### src/rtl/prog_loader_pkg.sv
// prog_loader_pkg: shared FSM state type and frame constants for the program loader
package prog_loader_pkg;
  typedef enum logic [2:0] {S_IDLE, S_CLEAR, S_LOAD, S_CHECK, S_RUN, S_ERROR} state_t;
  localparam logic [7:0] LEN_MASK   = 8'hF0;
  localparam logic [7:0] CLEAR_WORD = 8'h00;
  function automatic logic [4:0] frame_len(input logic [7:0] b);
    return (b[3:0] == 4'd0) ? 5'd16 : {1'b0, b[3:0]};
  endfunction
endpackage

### src/rtl/prog_loader_inst_ram.sv
// inst_ram: instruction store with synchronous write and asynchronous read
module inst_ram #(
  parameter int AW = 4,
  parameter int DW = 8
) (
  input  logic          clk,
  input  logic          i_we,
  input  logic [AW-1:0] i_waddr,
  input  logic [DW-1:0] i_wdata,
  input  logic [AW-1:0] i_raddr,
  output logic [DW-1:0] o_rdata
);
  logic [DW-1:0] r_mem [2**AW];
  // write port; contents are intentionally never reset
  always_ff @(posedge clk)
    if (i_we) r_mem[i_waddr] <= i_wdata;
  assign o_rdata = r_mem[i_raddr];
endmodule

### src/rtl/prog_loader.sv
// prog_loader: receives a length/data/checksum frame, fills the instruction RAM and releases the CPU
module prog_loader import prog_loader_pkg::*; #(
  parameter int AW = 4,
  parameter int DW = 8
) (
  input  logic          clk,
  input  logic          rst_n,
  input  logic          in_valid,
  input  logic [7:0]    in_data,
  output logic          in_ready,
  input  logic [AW-1:0] fetch_addr,
  output logic [DW-1:0] fetch_inst,
  input  logic          cpu_ok,
  input  logic          reload,
  output logic          cpu_rst,
  output logic          loaded,
  output logic          err,
  output logic          done
);
  state_t        r_state;
  logic [3:0]    r_ptr;
  logic [7:0]    r_sum;
  logic [4:0]    r_n;
  logic          r_in_ready, r_cpu_rst, r_loaded, r_err, r_done;
  logic          w_acc, w_len_ok, w_last, w_we;
  logic [AW-1:0] w_waddr;
  logic [DW-1:0] w_wdata;

  assign w_acc    = in_valid & r_in_ready;
  assign w_len_ok = (in_data & LEN_MASK) == 8'h00;
  assign w_last   = {1'b0, r_ptr} == r_n - 5'd1;

  // RAM write port: one clearing write per CLEAR cycle, or the accepted byte during LOAD
  always_comb begin
    w_we    = (r_state == S_CLEAR) || (r_state == S_LOAD && w_acc);
    w_waddr = AW'(r_ptr);
    w_wdata = (r_state == S_CLEAR) ? DW'(CLEAR_WORD) : DW'(in_data);
  end

  inst_ram #(.AW(AW), .DW(DW)) u_ram (
    .clk     (clk),
    .i_we    (w_we),
    .i_waddr (w_waddr),
    .i_wdata (w_wdata),
    .i_raddr (fetch_addr),
    .o_rdata (fetch_inst)
  );

  // loader FSM; outputs are registered and updated together with the state they belong to
  always_ff @(posedge clk or negedge rst_n) begin
    if (!rst_n) begin
      r_state    <= S_IDLE;
      r_ptr      <= '0;
      r_sum      <= '0;
      r_n        <= '0;
      r_in_ready <= 1'b1;
      r_cpu_rst  <= 1'b1;
      r_loaded   <= 1'b0;
      r_err      <= 1'b0;
      r_done     <= 1'b0;
    end else begin
      case (r_state)
        S_IDLE, S_ERROR: if (w_acc) begin
          if (w_len_ok) begin
            r_state    <= S_CLEAR;
            r_n        <= frame_len(in_data);
            r_ptr      <= '0;
            r_in_ready <= 1'b0;
            r_err      <= 1'b0;
          end else begin
            r_state <= S_ERROR;
            r_err   <= 1'b1;
          end
        end
        S_CLEAR: begin
          r_ptr <= r_ptr + 4'd1;
          if (r_ptr == 4'd15) begin
            r_state    <= S_LOAD;
            r_sum      <= '0;
            r_in_ready <= 1'b1;
          end
        end
        S_LOAD: if (w_acc) begin
          r_sum <= r_sum + in_data;
          if (w_last) begin
            r_ptr   <= '0;
            r_state <= S_CHECK;
          end else r_ptr <= r_ptr + 4'd1;
        end
        S_CHECK: if (w_acc) begin
          if (in_data == r_sum) begin
            r_state    <= S_RUN;
            r_in_ready <= 1'b0;
            r_cpu_rst  <= 1'b0;
            r_loaded   <= 1'b1;
          end else begin
            r_state <= S_ERROR;
            r_err   <= 1'b1;
          end
        end
        S_RUN: begin
          if (reload) begin
            r_state    <= S_IDLE;
            r_in_ready <= 1'b1;
            r_cpu_rst  <= 1'b1;
            r_loaded   <= 1'b0;
            r_done     <= 1'b0;
          end else if (cpu_ok) r_done <= 1'b1;
        end
        default: r_state <= S_IDLE;
      endcase
    end
  end

  assign in_ready = r_in_ready;
  assign cpu_rst  = r_cpu_rst;
  assign loaded   = r_loaded;
  assign err      = r_err;
  assign done     = r_done;
endmodule

### config.mk
export PLATFORM = sky130hd
export DESIGN_NAME = prog_loader
export DESIGN_NICKNAME = d
export VERILOG_FILES = /design/src/rtl/prog_loader_pkg.sv /design/src/rtl/prog_loader_inst_ram.sv /design/src/rtl/prog_loader.sv
export SDC_FILE = /design/constraint.sdc
export NUM_CORES = 1
export LEC_CHECK = 0
export CAP_MARGIN = 20
export CORE_MARGIN = 5
export CORE_UTILIZATION = 54
export DETAILED_ROUTE_END_ITERATION = 6
export MAX_ROUTING_LAYER = met4
export PLACE_DENSITY_LB_ADDON = 0.3
export SLEW_MARGIN = 10
export SYNTH_ARGS = -nofsm -noshare
export SYNTH_HDL_FRONTEND = slang
export SYNTH_SLANG_ARGS = --single-unit
### constraint.sdc
create_clock -name clk -period 2.2 [get_ports clk]
set_clock_uncertainty 0.1 [all_clocks]
set_input_delay 0.44 -clock clk [delete_from_list [all_inputs] [get_ports clk]]
set_output_delay 0.44 -clock clk [all_outputs]
set_load 0.01 [all_outputs]
Word level (Yosys, flattened, before mapping)
Memories as Yosys holds them, arrays and structs flattened.
Index checks and enable logic that the tools add are counted.

cells by class
  $add $sub $neg = 3
  equality and inequality tests = 17
  muxes and demuxes = 40
  bitwise operators = 1
  reductions and logical operators = 20

operator list
  cell                   number
  $mux W8                3
  $mux W3                7
  $mux W1                18
  $mux W4                4
  $ne A2 B2 Y1 const B   8
  $pmux W8 S2            1
  $pmux W3 S5            1
  $pmux W4 S3            1
  $reduce_and A4 Y1      3
  $add A8 B8 Y8          1
  $eq A8 B8 Y1           1
  $logic_not A8 Y1       1
  $reduce_bool A2 Y1     4
  $reduce_and A7 Y1      1
  $eq A3 B2 Y1 const B   2
  $eq A3 B3 Y1 const B   2
  $pmux W1 S2            3
  $reduce_and A3 Y1      2
  $reduce_and A6 Y1      1
  $eq A4 B5 Y1           1
  $mux W5                1
  $sub A5 B1 Y5 const B  1
  $add A4 B1 Y4 const B  1
  $eq A4 B4 Y1 const B   1
  12 further kinds       12

word-level totals
  register bits after elaboration = 25
  memory bits (writable) = 128
  input port bits = 17
  logic and storage cells = 91
  memories kept = 1

memory list
  memory       depth  width  rd ports  clocked after memory_dff  write ports  line                        source
  u_ram.r_mem  16     8      1         0                         1            prog_loader_inst_ram.sv:13  logic [DW-1:0] r_mem [2**AW];

Depth between registers and ports, before layout
  depth after elaboration = 5
  depth in mapped cells = 8
  depth with buffers taken out = 7

By module
A second synthesis with hierarchy kept.

second synthesis, totals
  cells, all modules = 414
  area total of the unflattened synthesis = 6729.0 sq um

by module, submodules not included
  module       times used  cells an instance  area each (sq um)
  inst_ram     1           221                4987.3
  prog_loader  1           193                1741.7

Worst setup path before layout
No wires, ideal clock.

  path type = input to output
  start point = input fetch_addr[0]
  end point = output fetch_inst[0]
  data arrival time = 1.894 ns
  data required time = 1.660 ns
  setup slack = -0.234 ns
  stages on the path = 4
  path buffers = 2
  path through = buf_2 -> buf_2 -> mux4_2 -> mux4_2

between the ends
  cells in the longest elaborated chain, start to end = 1

RTL lines
  element          line               source
  start, declared  prog_loader.sv:11  input logic [AW-1:0] fetch_addr,
  $mem_v2 Z16 W8   n/a
  end, declared    prog_loader.sv:12  output logic [DW-1:0] fetch_inst,

No other way between the ends.

Final worst setup path
  start point = memory u_ram.r_mem[9][6]
  end point = output fetch_inst[6]

between the ends
  cells in the longest elaborated chain, start to end = 1

RTL lines
  element          line
  start, declared  prog_loader_inst_ram.sv:13
  $mem_v2 Z16 W8   n/a

No other way between the ends.

==> flow_metrics.py <==
metrics = {
    "timing": {
        "rsz0062_at_grt": "yes",
        "min_period_over_period": 1.154,
        "final.setup.worst_slack_ns": -0.3380,
        "finalSetupViolations": 8,
        "drv_slew": 0,
        "slew-limit-headroom": 0.5737,
        "fmax_mhz": 394.0,
        "finalHoldViolCount": 0,
        "tightest_slew_ns": 0.6366,
        "finalCriticalPeriod_ns": 2.538,
    },
    "global_routing": {
        "antenna_found_initial": 0,
        "grt_overflow": 0,
        "grtUsageTotal": 0.2272,
        "grt_pass1_wl_um": 23690,
        "grt_max_degree": 26,
        "grt_pass1_vias": 4176,
    },
    "floorplan": {
        "start_util": 0.5556,
        "die_area_um2": 14850,
        "ios": 30,
        "coreArea_um2": 12160,
        "rows": 40,
        "die_y_um": 121.9,
        "die-width_um": 121.9,
    },
    "final_layout": {
        "syn_to_final_growth_pct": 26.48,
        "nNetsFinal": 532,
        "n_fill_cell": 777,
        "antenna_cells": 0,
        "drive_gt1_frac": 0.3534,
        "finalNonFillerCells": 683,
        "final_area_um2": 8546,
    },
    "placement": {
        "port_buffers": 29,
        "place_hpwl_um": 9630,
        "place_congestion": 0.8994,
        "pre_cts_slack_ns": -0.8662,
        "dp.cells": 644,
        "postPlaceCellArea_um2": 7716,
    },
    "synth": {
        "ys_warn_count": 0,
        "seq_area_frac_synth": 0.6619,
        "syn_nets": 430,
        "synth_edf_count": 128,
        "synth.distinct_cells": 59,
        "synth_top_area_frac": 0.5689,
        "yosys-top-cells-count": "edfxtp_1 (128), mux4_2 (40), dfrtp_1 (23)",
        "syn_inst": 400,
        "async_reset_ff_frac": 0.1634,
        "synthFlopType": "edfxtp_1",
        "syn-mean-instance-area_um2": 16.89,
        "synth.most_common_cell": "edfxtp_1",
        "synth-seq-cells": 153,
        "synthTopCellsByArea": "edfxtp_1 (57%), mux4_2 (13%), dfrtp_1 (8.5%)",
        "yosysTopAreaCell": "edfxtp_1",
        "syn_area_um2": 6756,
    },
    "clock_network": {
        "clk_latency_ns": 0.41,
        "clk_pin_slew_ns": 0.06,
        "clock-root-buffer": "clkbuf_16",
        "cts_buffer_depth": 2,
        "clkSinkCount": 153,
        "cts_made_buffers": 17,
        "htree_levels": 4,
        "cts_tree": "built",
    },
    "route": {
        "ant_nets": 0,
        "viasPerCell": 5.876,
        "wirelength_um": 15430,
        "drtPass1Iterations": 7,
        "vias": 4013,
        "drt_iter0_drc": 339,
        "wl_per_cell_um": 22.59,
        "route.detailed.drc": 0,
    },
    "flow_run": {
        "drv_cap": 0,
    },
    "worst_setup_path": {
        "slowest_stage": "mux4_2",
        "criticalPathCategory": "reg -> out",
        "path_cells": "mux4_2, mux4_2, buf_6",
        "crit_path_start_kind": "flip-flop",
        "crit_fanout": 1,
        "cp_slowest_stage_delay_ns": 0.53,
        "worstPathRequired_ns": 1.66,
        "end_kind": "primary output",
        "timing.critical_path.mode_cell": "mux4_2",
        "critPathArrivalTime_ns": 2.00,
    },
    "pwr": {
        "worst_ir_drop_vdd_mv": 0.6231,
        "p_leak_nw": 3.096,
        "power_density_nw_per_um2": 1062,
    },
    "worst_hold_path": {
        "hp-class": "in -> async",
    },
    "run_status": {
        "status": "finished, violations left",
        "violations": "setup timing",
    },
}
[metal layers]
| layer | up-vias | GRT usage | wire [um] | share of wire |
|---|---|---|---|---|
| met1 | 2034 | 0.2854 | 6116 | 0.40 |
| met3 | 22 | 0.03807 | 763 | 0.049 |
| li1 | 1807 | - | - | - |
| met5 | - | - | 0 | 0 |
| met4 | 0 | 0.06443 | 218 | 0.014 |
| met2 | 150 | 0.3854 | 8330 | 0.54 |
[logic make-up (layout without fill, tap and decap cells)]
family                   after synthesis  after routing  share of synthesized area
adder cells (fa/ha/maj)               13             13                    0.02518
XOR/XNOR                              12             12                    0.01556
multiplexers                          44             44                     0.1398
AO/OA/AOI/OAI                         60             60                    0.06778
buffers and inverters                 25            140                    0.01685
AND/OR/NAND/NOR                       93             93                    0.07296
flip-flops                           153            153                     0.6619
[registers in the layout, summed over array words and instances (netlist names)]
name         count
cpu_rst          1
r_n              5
in_ready         1
u_ram.r_mem    128
err              1
r_state          3
done             1
r_ptr            4
r_sum            8
loaded           1
[cell usage in the layout, fill, tap and decap left out, drive strengths merged, types with 3 or more instances in the layout]
cell / instances
edfxtp: 128
buf: 80
mux4: 40
dfrtp: 23
clkbuf: 23
nor2: 22
nand2: 20
clkdlybuf4s50: 19
o21ai: 13
ha: 12
inv: 11
nor3: 11
nor2b: 9
a21oi: 9
nand2b: 6
xor2: 6
xnor2: 6
a22o: 5
or3: 5
a21o: 4
o22ai: 4
a31oi: 4
mux2: 3
bufinv: 3
nor4: 3
or2: 3
[power breakdown]
group / total (W) / switching [W] / internal (W)
Clock: 0.00306 / 0.00111 / 0.00194
Sequential: 0.00375 / 0.000156 / 0.00359
Combinational: 0.00227 / 0.00124 / 0.00103
[cell type report]
| type | count | area, um^2 | area share |
|---|---|---|---|
| Sequential cell | 153 | 4472 | 0.5233 |
| Multi-Input combinational cell | 222 | 2246 | 0.2628 |
| Timing Repair Buffer | 100 | 955.9 | 0.1119 |
| Clock buffer | 23 | 498.0 | 0.05827 |
| Tap cell | 168 | 210.2 | 0.02460 |
| Clock inverter | 9 | 133.9 | 0.01567 |
| Inverter | 8 | 30.03 | 0.003514 |
[critical path: cells and delay by family, from the launching register on]
family                 cells  cell delay [ns]
muxes                      2             1.04
DFF                        1             0.40
buffers and inverters      1             0.15
[through the flow]
stage	hold WS, ns	utilization	setup TNS, ns	power, W
after CTS	0.3175	0.6948	-2.104	0.008971
final	0.3077	0.7027	-2.079	0.009080
after floorplan	0.04441	-	-3.168	0.005100
after global routing	0.3343	0.7027	-2.571	0.009477
after global placement	0.3742	0.6345	-25.03	0.005799
after detailed placement	0.3819	0.6345	-38.73	0.005887
[path summary, 6_finish.rpt]
| check | to | depth (start not counted) | start | slack [ns] |
|---|---|---|---|---|
| max in group asynchronous | cpu_rst$_DFFE_PN1P_ | 2 | rst_n | 1.39 |
| max reg2reg | r_ptr[3]$_DFFE_PN0P_ | 7 | r_n[0]$_DFFE_PN0P_ | 0.09 |
| min | r_sum[4]$_DFFE_PN0P_ | 2 | rst_n | 0.31 |
| min in group clk | r_sum[2]$_DFFE_PN0P_ | 2 | r_sum[2]$_DFFE_PN0P_ | 0.39 |
| min reg2reg | r_sum[2]$_DFFE_PN0P_ | 2 | r_sum[2]$_DFFE_PN0P_ | 0.39 |
| max | fetch_inst[6] | 3 | u_ram.r_mem[9][6]$_DFFE_PP_ | -0.34 |
[repair_timing]
item,CTS,global route
cloned,3,0
setup endpoints to repair,17,104
buffers inserted,0,4
pin swaps,1,4
gates resized for setup,49,18
hold buffers,0,0
Power figures use the tool's default switching activity.
